$ cat src/rtl/sap_cpu_param.sv
// sap_cpu_param: parametrised microcoded accumulator CPU with carry/zero flags and a valid/ready output port.
// Optional build macro SAP_CPU_SHIFT_EN enables SHL/SHR (opcodes C/D); without it they execute as NOP.
module sap_cpu_param #(
    parameter int unsigned DATA_W = 8,
    parameter int unsigned ADDR_W = 4
) (
    input  logic              clk,
    input  logic              reset_n,
    input  logic              prog,
    input  logic [ADDR_W-1:0] prog_addr,
    input  logic [DATA_W-1:0] prog_data,
    output logic [DATA_W-1:0] out_data,
    output logic              out_valid,
    input  logic              out_ready,
    output logic              halted
);

    localparam int unsigned DEPTH = 2 ** ADDR_W;
    localparam int unsigned OP_W  = 4;

    typedef enum logic [OP_W-1:0] {
        OP_NOP = 4'h0,
        OP_LDA = 4'h1,
        OP_ADD = 4'h2,
        OP_OUT = 4'h3,
        OP_JMP = 4'h4,
        OP_STA = 4'h5,
        OP_LDI = 4'h6,
        OP_SUB = 4'h7,
        OP_BEQ = 4'h8,
        OP_CMP = 4'h9,
        OP_BNE = 4'hA,
        OP_BCS = 4'hB,
        OP_SHL = 4'hC,
        OP_SHR = 4'hD,
        OP_RSV = 4'hE,
        OP_HLT = 4'hF
    } opcode_e;

    typedef enum logic [2:0] {
        S_F1,
        S_F2,
        S_E1,
        S_E2,
        S_E3,
        S_OWAIT,
        S_HALT
    } state_e;

    state_e              state, state_nxt;
    logic [ADDR_W-1:0]   pc, pc_nxt;
    logic [ADDR_W-1:0]   mar, mar_nxt;
    opcode_e             ir_op, ir_op_nxt;
    logic [ADDR_W-1:0]   ir_opd, ir_opd_nxt;
    logic [DATA_W-1:0]   a, a_nxt;
    logic [DATA_W-1:0]   b, b_nxt;
    logic                z, z_nxt;
    logic                c, c_nxt;
    logic [DATA_W-1:0]   out_data_nxt;
    logic                out_valid_nxt;
    logic                halted_nxt;

    logic [DATA_W-1:0]   ram [DEPTH];
    logic [DATA_W-1:0]   ram_rdata;
    logic                ram_we;
    logic [ADDR_W-1:0]   ram_waddr;
    logic [DATA_W-1:0]   ram_wdata;

    // ALU results carry one extra bit: carry-out for ADD, borrow for SUB/CMP
    logic [DATA_W:0]     sum;
    logic [DATA_W:0]     diff;

    assign ram_rdata = ram[mar];
    assign sum       = {1'b0, a} + {1'b0, b};
    assign diff      = {1'b0, a} - {1'b0, b};

    // Next-state and datapath control
    always_comb begin
        state_nxt     = state;
        pc_nxt        = pc;
        mar_nxt       = mar;
        ir_op_nxt     = ir_op;
        ir_opd_nxt    = ir_opd;
        a_nxt         = a;
        b_nxt         = b;
        z_nxt         = z;
        c_nxt         = c;
        out_data_nxt  = out_data;
        out_valid_nxt = out_valid;
        halted_nxt    = halted;
        ram_we        = 1'b0;
        ram_waddr     = mar;
        ram_wdata     = a;

        if (prog) begin
            // Programming takes RAM and restarts the core at address 0
            ram_we        = 1'b1;
            ram_waddr     = prog_addr;
            ram_wdata     = prog_data;
            pc_nxt        = '0;
            z_nxt         = 1'b0;
            c_nxt         = 1'b0;
            out_valid_nxt = 1'b0;
            halted_nxt    = 1'b0;
            state_nxt     = S_F1;
        end else begin
            unique case (state)
                S_F1: begin
                    mar_nxt   = pc;
                    state_nxt = S_F2;
                end
                S_F2: begin
                    ir_op_nxt  = opcode_e'(ram_rdata[DATA_W-1 -: OP_W]);
                    ir_opd_nxt = ram_rdata[ADDR_W-1:0];
                    pc_nxt     = pc + ADDR_W'(1);
                    state_nxt  = S_E1;
                end
                S_E1: begin
                    state_nxt = S_F1;
                    case (ir_op)
                        OP_LDA, OP_STA, OP_ADD, OP_SUB, OP_CMP: begin
                            mar_nxt   = ir_opd;
                            state_nxt = S_E2;
                        end
                        OP_LDI: a_nxt = DATA_W'(ir_opd);
                        OP_JMP: pc_nxt = ir_opd;
                        OP_BEQ: if (z)  pc_nxt = ir_opd;
                        OP_BNE: if (!z) pc_nxt = ir_opd;
                        OP_BCS: if (c)  pc_nxt = ir_opd;
                        OP_OUT: begin
                            out_data_nxt  = a;
                            out_valid_nxt = 1'b1;
                            state_nxt     = S_OWAIT;
                        end
                        OP_HLT: begin
                            halted_nxt = 1'b1;
                            state_nxt  = S_HALT;
                        end
`ifdef SAP_CPU_SHIFT_EN
                        OP_SHL: begin
                            a_nxt = {a[DATA_W-2:0], 1'b0};
                            c_nxt = a[DATA_W-1];
                            z_nxt = (a[DATA_W-2:0] == '0);
                        end
                        OP_SHR: begin
                            a_nxt = {1'b0, a[DATA_W-1:1]};
                            c_nxt = a[0];
                            z_nxt = (a[DATA_W-1:1] == '0);
                        end
`endif
                        default: state_nxt = S_F1;
                    endcase
                end
                S_E2: begin
                    state_nxt = S_F1;
                    case (ir_op)
                        OP_LDA: a_nxt = ram_rdata;
                        OP_STA: ram_we = 1'b1;
                        OP_ADD, OP_SUB, OP_CMP: begin
                            b_nxt     = ram_rdata;
                            state_nxt = S_E3;
                        end
                        default: state_nxt = S_F1;
                    endcase
                end
                S_E3: begin
                    state_nxt = S_F1;
                    case (ir_op)
                        OP_ADD: begin
                            a_nxt = sum[DATA_W-1:0];
                            c_nxt = sum[DATA_W];
                            z_nxt = (sum[DATA_W-1:0] == '0);
                        end
                        OP_SUB, OP_CMP: begin
                            if (ir_op == OP_SUB) a_nxt = diff[DATA_W-1:0];
                            c_nxt = ~diff[DATA_W];
                            z_nxt = (diff[DATA_W-1:0] == '0);
                        end
                        default: state_nxt = S_F1;
                    endcase
                end
                S_OWAIT: begin
                    if (out_ready) begin
                        out_valid_nxt = 1'b0;
                        state_nxt     = S_F1;
                    end
                end
                S_HALT:  state_nxt = S_HALT;
                default: state_nxt = S_F1;
            endcase
        end
    end

    // State and architectural registers
    always_ff @(posedge clk or negedge reset_n) begin
        if (!reset_n) begin
            state     <= S_F1;
            pc        <= '0;
            mar       <= '0;
            ir_op     <= OP_NOP;
            ir_opd    <= '0;
            a         <= '0;
            b         <= '0;
            z         <= 1'b0;
            c         <= 1'b0;
            out_data  <= '0;
            out_valid <= 1'b0;
            halted    <= 1'b0;
        end else begin
            state     <= state_nxt;
            pc        <= pc_nxt;
            mar       <= mar_nxt;
            ir_op     <= ir_op_nxt;
            ir_opd    <= ir_opd_nxt;
            a         <= a_nxt;
            b         <= b_nxt;
            z         <= z_nxt;
            c         <= c_nxt;
            out_data  <= out_data_nxt;
            out_valid <= out_valid_nxt;
            halted    <= halted_nxt;
        end
    end

    // Program/data RAM keeps its contents across reset
    always_ff @(posedge clk) begin
        if (ram_we) ram[ram_waddr] <= ram_wdata;
    end

endmodule

$ cat config.mk
export PLATFORM = sky130hd
export DESIGN_NAME = sap_cpu_param
export DESIGN_NICKNAME = d
export VERILOG_FILES = /design/src/rtl/sap_cpu_param.sv
export SDC_FILE = /design/constraint.sdc
export NUM_CORES = 1
export LEC_CHECK = 0
export ABC_AREA = 1
export ABC_CLOCK_PERIOD_IN_PS = 2200
export CAP_MARGIN = 25
export CORE_ASPECT_RATIO = 1.25
export CORE_MARGIN = 2
export CORE_UTILIZATION = 60
export CTS_CLUSTER_SIZE = 40
export DETAILED_ROUTE_END_ITERATION = 8
export GPL_TIMING_DRIVEN = 0
export PLACE_DENSITY = 0.77
export SKIP_LAST_GASP = 1
export SYNTH_ARGS = -nofsm -noshare
export SYNTH_HDL_FRONTEND = slang
export SYNTH_SLANG_ARGS = --single-unit
$ cat constraint.sdc
create_clock -name clk -period 2.2 [get_ports clk]
set_input_delay 0.44 -clock clk [delete_from_list [all_inputs] [get_ports clk]]
set_output_delay 0.44 -clock clk [all_outputs]
set_load 0.05 [all_outputs]
# ---- Yosys cells after proc, flatten, opt, wreduce, memory -nomap -nowiden
# Memories as Yosys holds them, arrays and structs flattened.
# Index checks and enable logic that the tools add are counted.
dict set report word_totals {
  regBits 47
  mem_bits_rw 128
  in_bits 16
  out_inout_bits 10
  elab_cells 108
  n_memories 1
}
# memory depth word_bits rd rd_clocked_by_memory_dff write_ports line_no
set mem_list {}
lappend mem_list {ram 16 8 1 0 1 63} ;# logic [DATA_W-1:0] ram [DEPTH];
dict set report classes {
  n_addsub 3
  n_eq_ne 29
  muxes 38
  bitwise 2
  n_reduce_logical 23
}
# op n
set ops {}
lappend ops {{2-to-1 mux 8 bit} 4}
lappend ops {{2-to-1 mux 4 bit} 6}
lappend ops {{case mux 8 bit (3 select lines)} 1}
lappend ops {{== test 4 bit, second input constant} 5}
lappend ops {{case mux 3 bit (6 select lines)} 1}
lappend ops {{== test 4 x 3 -> 1 bit, second input constant} 4}
lappend ops {{zero test 8 bit} 2}
lappend ops {{case mux 4 bit (2 select lines)} 2}
lappend ops {{case mux 4 bit (4 select lines)} 1}
lappend ops {{case mux 8 bit (2 select lines)} 1}
lappend ops {{2-to-1 mux 1 bit} 15}
lappend ops {{!= test 4 bit, second input constant} 3}
lappend ops {{AND reduction 3 bit} 4}
lappend ops {{nonzero test 3 bit} 4}
lappend ops {{adder 8 x 8 -> 9 bit} 1}
lappend ops {{== test 3 bit, second input constant} 3}
lappend ops {{2-to-1 mux 3 bit} 3}
lappend ops {{case mux 3 bit (3 select lines)} 1}
lappend ops {{subtractor 8 x 8 -> 9 bit} 1}
lappend ops {{== test 4 x 2 -> 1 bit, second input constant} 2}
lappend ops {{nonzero test 2 bit} 4}
lappend ops {{== test 3 x 2 -> 1 bit, second input constant} 2}
lappend ops {{!= test 2 x 1 -> 1 bit, second input constant} 3}
lappend ops {{!= test 3 x 2 -> 1 bit, second input constant} 2}
lappend ops {{other kinds (14)} 20}

# ---- Logic depth before layout (Yosys ltp)
# Gate-level depths: netlist of run 1.
dict set report depth {
  word_depth 6
  ltp_mapped 15
  mapped_depth_nobuf 15
}

# ---- Worst setup path after synthesis of run 1
# No wires, ideal clock.
dict set report synth_timing {
  path_type {input to register}
  from {input port prog}
  to {memory ram[0][0], enable pin}
  setup_ps 383
  arrival_time_ps 1674
  required_time_ps 1817
  path_slack_ps 142
  stages 5
  n_path_buf 0
  path_cell_list {inv_2 -> or2_2 -> o21ai_0 -> nand2_1 -> nor3_1}
}
dict set report synth_via {
  elab_chain_len 3
  elab_cells_between_ends 4
  cone_classes {mux: 4}
}
# item line_no
set synth_lines {}
lappend synth_lines {{from (decl)} 9} ;# input logic prog,
lappend synth_lines {{2-to-1 mux 1 bit} 95} ;# if (prog) begin
lappend synth_lines {{2-to-1 mux 1 bit} 227} ;# if (ram_we) ram[ram_waddr] <= ram_wdata;
lappend synth_lines {{2-to-1 mux 1 bit (implied by the code)} 227}
lappend synth_lines {{to (decl)} 63}
# Several ways; a longest one is shown, not always the timed one.

# ---- Worst setup path after layout of run 1
dict set report layout_timing {
  from {register mar[3]}
  to {memory ram[4][7], enable pin}
}
dict set report layout_via {
  elab_chain_len 1
}
# item line_no
set layout_lines {}
lappend layout_lines {{from (decl)} 52} ;# logic [ADDR_W-1:0] mar, mar_nxt;
lappend layout_lines {{from (signal assigned)} 212} ;# mar <= mar_nxt;
lappend layout_lines {{2-to-1 mux 4 bit} 95}
# Every way passes these cells.

==> summary.txt, run 1 <==
Outcome
  – Status: finished, violations left
  – Failing checks: negative hold slack

Timing
  – Post-route worst setup slack: 0.0175 ns
  – Final setup vio count: 0
  – Post-layout min period: 2.18 ns
  – Worst slew pin tran: 0.786 ns
  – Skew final: 0.0102 ns
  – Final slew viol count: 0
  – Worst slew margin: 47.3%
  – Final hold slack: -0.00631 ns
  – Tcrit/Tclk final: 99.2%
  – Fmax: 458 MHz
  – Final Hold Violating Endpoints: 11

Worst setup path
  – CP delay by family, top: simple AND/OR/NAND/NOR gates
  – Arr. time, crit path: 2.29 ns
  – Slowest stage delay, CP: 0.55 ns
  – FF-to-FF setup slack: 0.02 ns
  – Type of origin of the critical path: flop
  – CP cell instances: o21ai_1, inv_1, nor2_1, nand2_1, nor2_4
  – Worst path depth: 5
  – Crit Path Class: flop to flop
  – Critical Path RT: 2.31 ns
  – Critical path's slowest cell: dfrtp_1
  – Crit-path max FO: 10
  – Buffer and inverter count on the worst path: 1
  – Critical Path Sink Type: flop
  – Reg2reg path depth: 5

CTS
  – Hold buffer count at cts: 0
  – Root Buffer: clkbuf_16
  – H-tree levels: 4
  – Clk sinks: 175
  – Clock latency at the later pin of the worst-skew pair: 0.44 ns
  – CTS Buffer Depth: 2
  – Num CTS Buffers: 17
  – CTS tree: yes
  – CTS clk-pin slew, worst paths: 0.06 ns

Detailed routing
  – Met3 WL post-DR: 1.49 mm
  – WL met1: 8.13 mm
  – Remaining DRCs: 0
  – Number of DRC markers in iteration 0: 698
  – Final wirelength: 22.0 mm
  – Wire length on met2: 11.3 mm
  – DR WL/cell: 18.6 µm
  – Total number of vias: 6881
  – Max Used Layer: met4
  – Vias per cell: 5.81
  – Post-route ant nets: 0
  – Drt first pass iters: 6

Power and ir drop
  – Clock share of power: 21.5%
  – Power Dens Cells: 1250 nW/µm²
  – Internal Power: 7.20 mW
  – Overall Power: 12.6 mW
  – Part of the power in registers: 35.8%
  – Net Sw Power: 5.35 mW
  – Leakage: 4.24 nW
  – Worst vdd ir: 858 µV
  – Net switching share of the total power: 42.6%
  – Comb pwr share: 42.7%

Placement
  – Input/output buffers: 25
  – Placed Area: 9110 µm²
  – Dpl hpwl: 14.9 mm
  – Setup WS pre-CTS: -0.913 ns
  – RD Place Congestion: 0.915

Die
  – Die Ht: 138 µm
  – Initial Util: 61.9%
  – Overall die area: 15300 µm²
  – Die X: 111 µm
  – IO Count: 26
  – Rows: 48
  – Core ar.: 13900 µm²

Logic synthesis
  – Yosys top cell by area: edfxtp_1
  – Synth cell types: 36
  – Cell Area, Synth: 8590 µm²
  – Mean post-synth cell area: 9.25 µm²
  – Most area-consuming cells after synthesis: edfxtp_1, dfrtp_1, nand2_1, inv_1, nand3_1
  – Synthesized net count: 964
  – Synth top area share: 44.8%
  – Post-synthesis instance total: 928
  – Warnings from Yosys: 0
  – Seq/Total Area, Yosys: 58.4%
  – #FFs+latches synth: 175

GRT
  – First-pass GRT wire length: 34.2 mm
  – Initial antenna violation count: 0
  – Total GRT Usage: 29.6%
  – Largest net degree at the start of global routing: 25
  – Via count of the first global-routing pass: 6632
  – Grt ovf: 0

Run
  – Max Cap Viol: 0

Finish
  – Post-route cell area: 10000 µm²
  – Layout Utilization: 72.2%
  – Leading cell type in the layout, fill and taps excluded: nand2_1
  – Most frequent cells in the layout: nand2_1, edfxtp_1, inv_1, nand3_1, o21ai_0
  – P&R area growth vs syn: 16.7%
  – Layout cells sized above 1: 12.9%
  – Final nets: 1032
  – ANT cells: 0

Worst hold path
  – Hold WC Path Type: input pin to async pin
through the flow:
step	cells	TNS, ns
after floorplan	928	0
after global placement	1128	-235.92
after detailed placement	1134	-185.42
after CTS	1174	0
after global routing	1184	-0.172
final	1184	0
state kept, by name, indices dropped and copies added, names as in the netlist, 3 cells and up:
name      cells
state         3
mar           4
a             8
pc            4
ir_opd        4
ir_op         4
b             8
ram         128
out_data      8
cells by family after synthesis:
kind of cell | after synthesis | share of synthesized area [%]
flip-flops | 175 | 58.4
adder cells (fa/ha/maj) | 20 | 3.09
buffers and inverters | 168 | 7.60
AND/OR/NAND/NOR | 394 | 19.5
XOR/XNOR | 1 | 0.102
AO/OA/AOI/OAI | 170 | 11.2
what timing repair did:
item | in CTS | in global routing
resized for setup | 39 | 10
pin swaps | 8 | 6
setup endpoints to repair | 256 | 160
setup buffers | 9 | 11
gates cloned | 0 | 0
power groups by stage:
stage | sequential [mW] | clock [mW] | combinational, mW
after floorplan | 4.53 | 0 | 3.49
after global placement | 4.49 | 0 | 4.96
after detailed placement | 4.49 | 0 | 5.07
after CTS | 4.45 | 2.69 | 5.20
after global routing | 4.53 | 2.83 | 5.94
final | 4.50 | 2.70 | 5.36
cells in the mapped netlist (all sizes together):
library cell  number
edfxtp           128
a31oi              2
xor2               1
a22oi              1
fa                 2
or2                4
a21oi             51
nor2              63
clkinv             4
nor3              13
nand2            232
ha                18
dfrtp             47
o22ai              2
o21ai             76
nand4              1
buf               19
nand3b             1
inv              132
o311ai             1
o221ai             1
o211ai            36
clkbuf            13
nand3             80
final timing paths:
path | start | to
min in group clk | prog | halted
hold / removal | reset_n | out_data[5]
setup / recovery | mar[3] | ram[4][7]
hold reg to reg | out_data[1] | out_data[1]
max in group asynchronous | reset_n | a[1]
setup reg to reg | mar[3] | ram[4][7]
layer usage:
layer / vias to the layer above / GRT usage, %
met5: - / 0
met4: 0 / 15.3
met3: 83 / 4.62
met2: 303 / 53.7
met1: 3260 / 34.4
li1: 3235 / -
layout make-up:
cell class	instances	area [µm²]
sequential	175	5020
fill	992	3850
multi-input combinational	585	3070
timing repair buffer	51	537
inverter	136	512
clock buffer	17	425
tap	175	219
buffer	30	135
clock inverter	15	95.1
(Power assumes the default switching activity.)
==> run 2: changes to the inputs <==
--- a/config.mk
+++ b/config.mk
@@ -15,6 +15,7 @@
 export DETAILED_ROUTE_END_ITERATION = 8
 export GPL_TIMING_DRIVEN = 0
 export PLACE_DENSITY = 0.77
+export SETUP_SLACK_MARGIN = 0.1
 export SKIP_LAST_GASP = 1
 export SYNTH_ARGS = -nofsm -noshare
 export SYNTH_HDL_FRONTEND = slang
==> run 2 against run 1 <==
Compared with the run above:
- the flow still finishes with violations (negative hold slack)
- total power grew 2.1%
- cell count increased by 0.68%
- cell area is 1.6% higher
- register-to-register slack improved by 0.15 ns
- combinational power rose by 4.9%
==> summary.txt, run 2 (synthesis gave the netlist of run 1 again) <==
Outcome
  – Status: finished, violations left (unchanged)
  – Failing checks: negative hold slack (unchanged)

Worst setup path
  – Crit-path max FO: 2 (was 10)
  – Buffer and inverter count on the worst path: 1 (unchanged)
  – Critical Path Sink Type: primary output (was flop)
  – CP delay by family, top: buffers and inverters (was simple AND/OR/NAND/NOR gates)
  – Critical path's slowest cell: clkdlybuf4s50_1 (was dfrtp_1)
  – Arr. time, crit path: 1.60 ns (was 2.29 ns)
  – CP cell instances: clkdlybuf4s50_1 (was o21ai_1, inv_1, nor2_1, nand2_1, nor2_4)
  – Slowest stage delay, CP: 0.81 ns (was 0.55 ns)
  – Critical Path RT: 1.76 ns (was 2.31 ns)
  – Crit Path Class: flop to primary output (was flop to flop)
  – Type of origin of the critical path: flop (unchanged)

Finish
  – Reg with most FFs: ram (unchanged)
  – Post-route cell area: 10200 µm² (was 10000 µm²)
  – Final nets: 1040 (was 1032)
  – ANT cells: 0 (unchanged)
  – Leading cell type in the layout, fill and taps excluded: nand2_1 (unchanged)
  – P&R area growth vs syn: 18.5% (was 16.7%)
  – Most frequent cells in the layout: nand2_1, edfxtp_1, inv_1, nand3_1, o21ai_0 (unchanged)
  – Number of flip-flops in the largest register: 128 (unchanged)
  – Layout cells sized above 1: 15.0% (was 12.9%)
  – Layout Utilization: 73.4% (was 72.2%)

Timing
  – Unrepaired setup endpoints after global routing: false
  – Total Neg Setup Slack: 0 ns (unchanged)
  – Tcrit/Tclk final: 92.9% (was 99.2%)
  – Worst slew pin tran: 0.755 ns (was 0.786 ns)
  – Skew final: 0.00952 ns (was 0.0102 ns)
  – Fmax: 489 MHz (was 458 MHz)
  – Final setup vio count: 0 (unchanged)
  – Worst slew margin: 49.4% (was 47.3%)
  – Post-layout min period: 2.04 ns (was 2.18 ns)
  – Final hold slack: -0.00433 ns (was -0.00631 ns)
  – Final Hold Violating Endpoints: 9 (was 11)
  – Final slew viol count: 0 (unchanged)

Die
  – Core ar.: 13900 µm² (unchanged)
  – Rows: 48 (unchanged)
  – Die Ht: 138 µm (unchanged)
  – IO Count: 26 (unchanged)
  – Initial Util: 61.9% (unchanged)
  – Overall die area: 15300 µm² (unchanged)
  – Die X: 111 µm (unchanged)

Placement
  – Placed Area: 9110 µm² (unchanged)
  – Input/output buffers: 25 (unchanged)
  – Dpl hpwl: 14.9 mm (unchanged)
  – RD Place Congestion: 0.915 (unchanged)

GRT
  – Grt ovf: 0 (unchanged)
  – Via count of the first global-routing pass: 6634 (was 6632)
  – Total GRT Usage: 30.2% (was 29.6%)
  – First-pass GRT wire length: 34.8 mm (was 34.2 mm)
  – Initial antenna violation count: 0 (unchanged)
  – Largest net degree at the start of global routing: 25 (unchanged)

Power and ir drop
  – Overall Power: 12.8 mW (was 12.6 mW)
  – Power Dens Cells: 1260 nW/µm² (was 1250 nW/µm²)
  – Worst vdd ir: 884 µV (was 858 µV)
  – Leakage: 4.28 nW (was 4.24 nW)

CTS
  – Hold buffer count at cts: 0 (unchanged)
  – H-tree levels: 4 (unchanged)
  – CTS clk-pin slew, worst paths: 0.06 ns (about the same)
  – Clk sinks: 175 (unchanged)
  – CTS tree: yes (unchanged)
  – CTS Buffer Depth: 2 (unchanged)
  – Num CTS Buffers: 17 (unchanged)
  – Clock latency at the later pin of the worst-skew pair: 0.44 ns (about the same)
  – Root Buffer: clkbuf_16 (unchanged)

Detailed routing
  – Number of DRC markers in iteration 0: 797 (was 698)
  – DR WL/cell: 19.1 µm (was 18.6 µm)
  – Total number of vias: 6927 (was 6881)
  – Drt first pass iters: 6 (unchanged)
  – Post-route ant nets: 0 (unchanged)
  – Remaining DRCs: 0 (unchanged)
  – Vias per cell: 5.81 (about the same)
  – Final wirelength: 22.7 mm (was 22.0 mm)

Worst hold path
  – Hold WC Path Type: input pin to async pin (unchanged)

Run
  – Max Cap Viol: 0 (unchanged)
run 2: cell count changes in the layout (fill, tap and decap cells not counted), sizes merged:
cell    change
buf         +7
clkinv      +1
inv         -1
clkbuf      +1
run 2: final timing paths:
kind                             start           to  slack (ns)  cells past startpoint
max                        out_data[6]  out_data[6]        0.16                      1
min                            reset_n  out_data[5]      -0.004                      1
max reg2reg                     mar[3]    ram[1][2]        0.17                      4
min reg2reg                out_data[1]  out_data[1]        0.48                      2
max in group asynchronous      reset_n         a[2]        1.66                      2
min in group clk                  prog       halted        0.47                      4
run 2: cell type report:
| type | instances | area (µm²) |
|---|---|---|
| clock inverter | 15 | 95.1 |
| buffer | 31 | 143 |
| fill | 974 | 3690 |
| sequential | 175 | 5020 |
| multi-input combinational | 585 | 3140 |
| inverter | 136 | 517 |
| clock buffer | 17 | 425 |
| timing repair buffer | 58 | 614 |
| tap | 175 | 219 |
run 2: timing repair:
action | in CTS | in global routing
pin swaps | 11 | 14
setup endpoints to repair | 259 | 222
setup buffers | 13 | 14
gates resized for setup | 42 | 31
run 2: per-layer routing:
metal  share of wire (%)  track usage (%)  vias to the layer above
met4                 4.2             14.3                        0
met2                  52             54.9                      336
met1                  37             35.5                     3258
li1                    -                -                     3253
met5                   0                0                        -
met3                 6.8             4.66                       80
run 2: where the power goes:
| part | internal [mW] | switching [mW] |
|---|---|---|
| logic | 1.80 | 3.83 |
| registers | 4.10 | 0.377 |
| clock network | 1.43 | 1.29 |
run 2: worst register-to-register path, cell delays in order (launching register included):
cell and delay (ns):
dfrtp_1 0.53, o21ai_1 0.43, nand2_2 0.21, nor3_4 0.35, buf_4 0.22
run 2: metrics by stage:
step	std cells	setup slack (ns)
after floorplan	928	0.142
after global placement	1128	-1.50
after detailed placement	1134	-0.913
after CTS	1178	0.125
after global routing	1192	0.0908
final	1192	0.157
==> run 3: changes to the inputs <==
--- a/config.mk
+++ b/config.mk
@@ -6,7 +6,6 @@
 export NUM_CORES = 1
 export LEC_CHECK = 0
 export ABC_AREA = 1
-export ABC_CLOCK_PERIOD_IN_PS = 2200
 export CAP_MARGIN = 25
 export CORE_ASPECT_RATIO = 1.25
 export CORE_MARGIN = 2
==> results of run 3 <==
Final layout, timing and power as in run 2 (identical DEF).
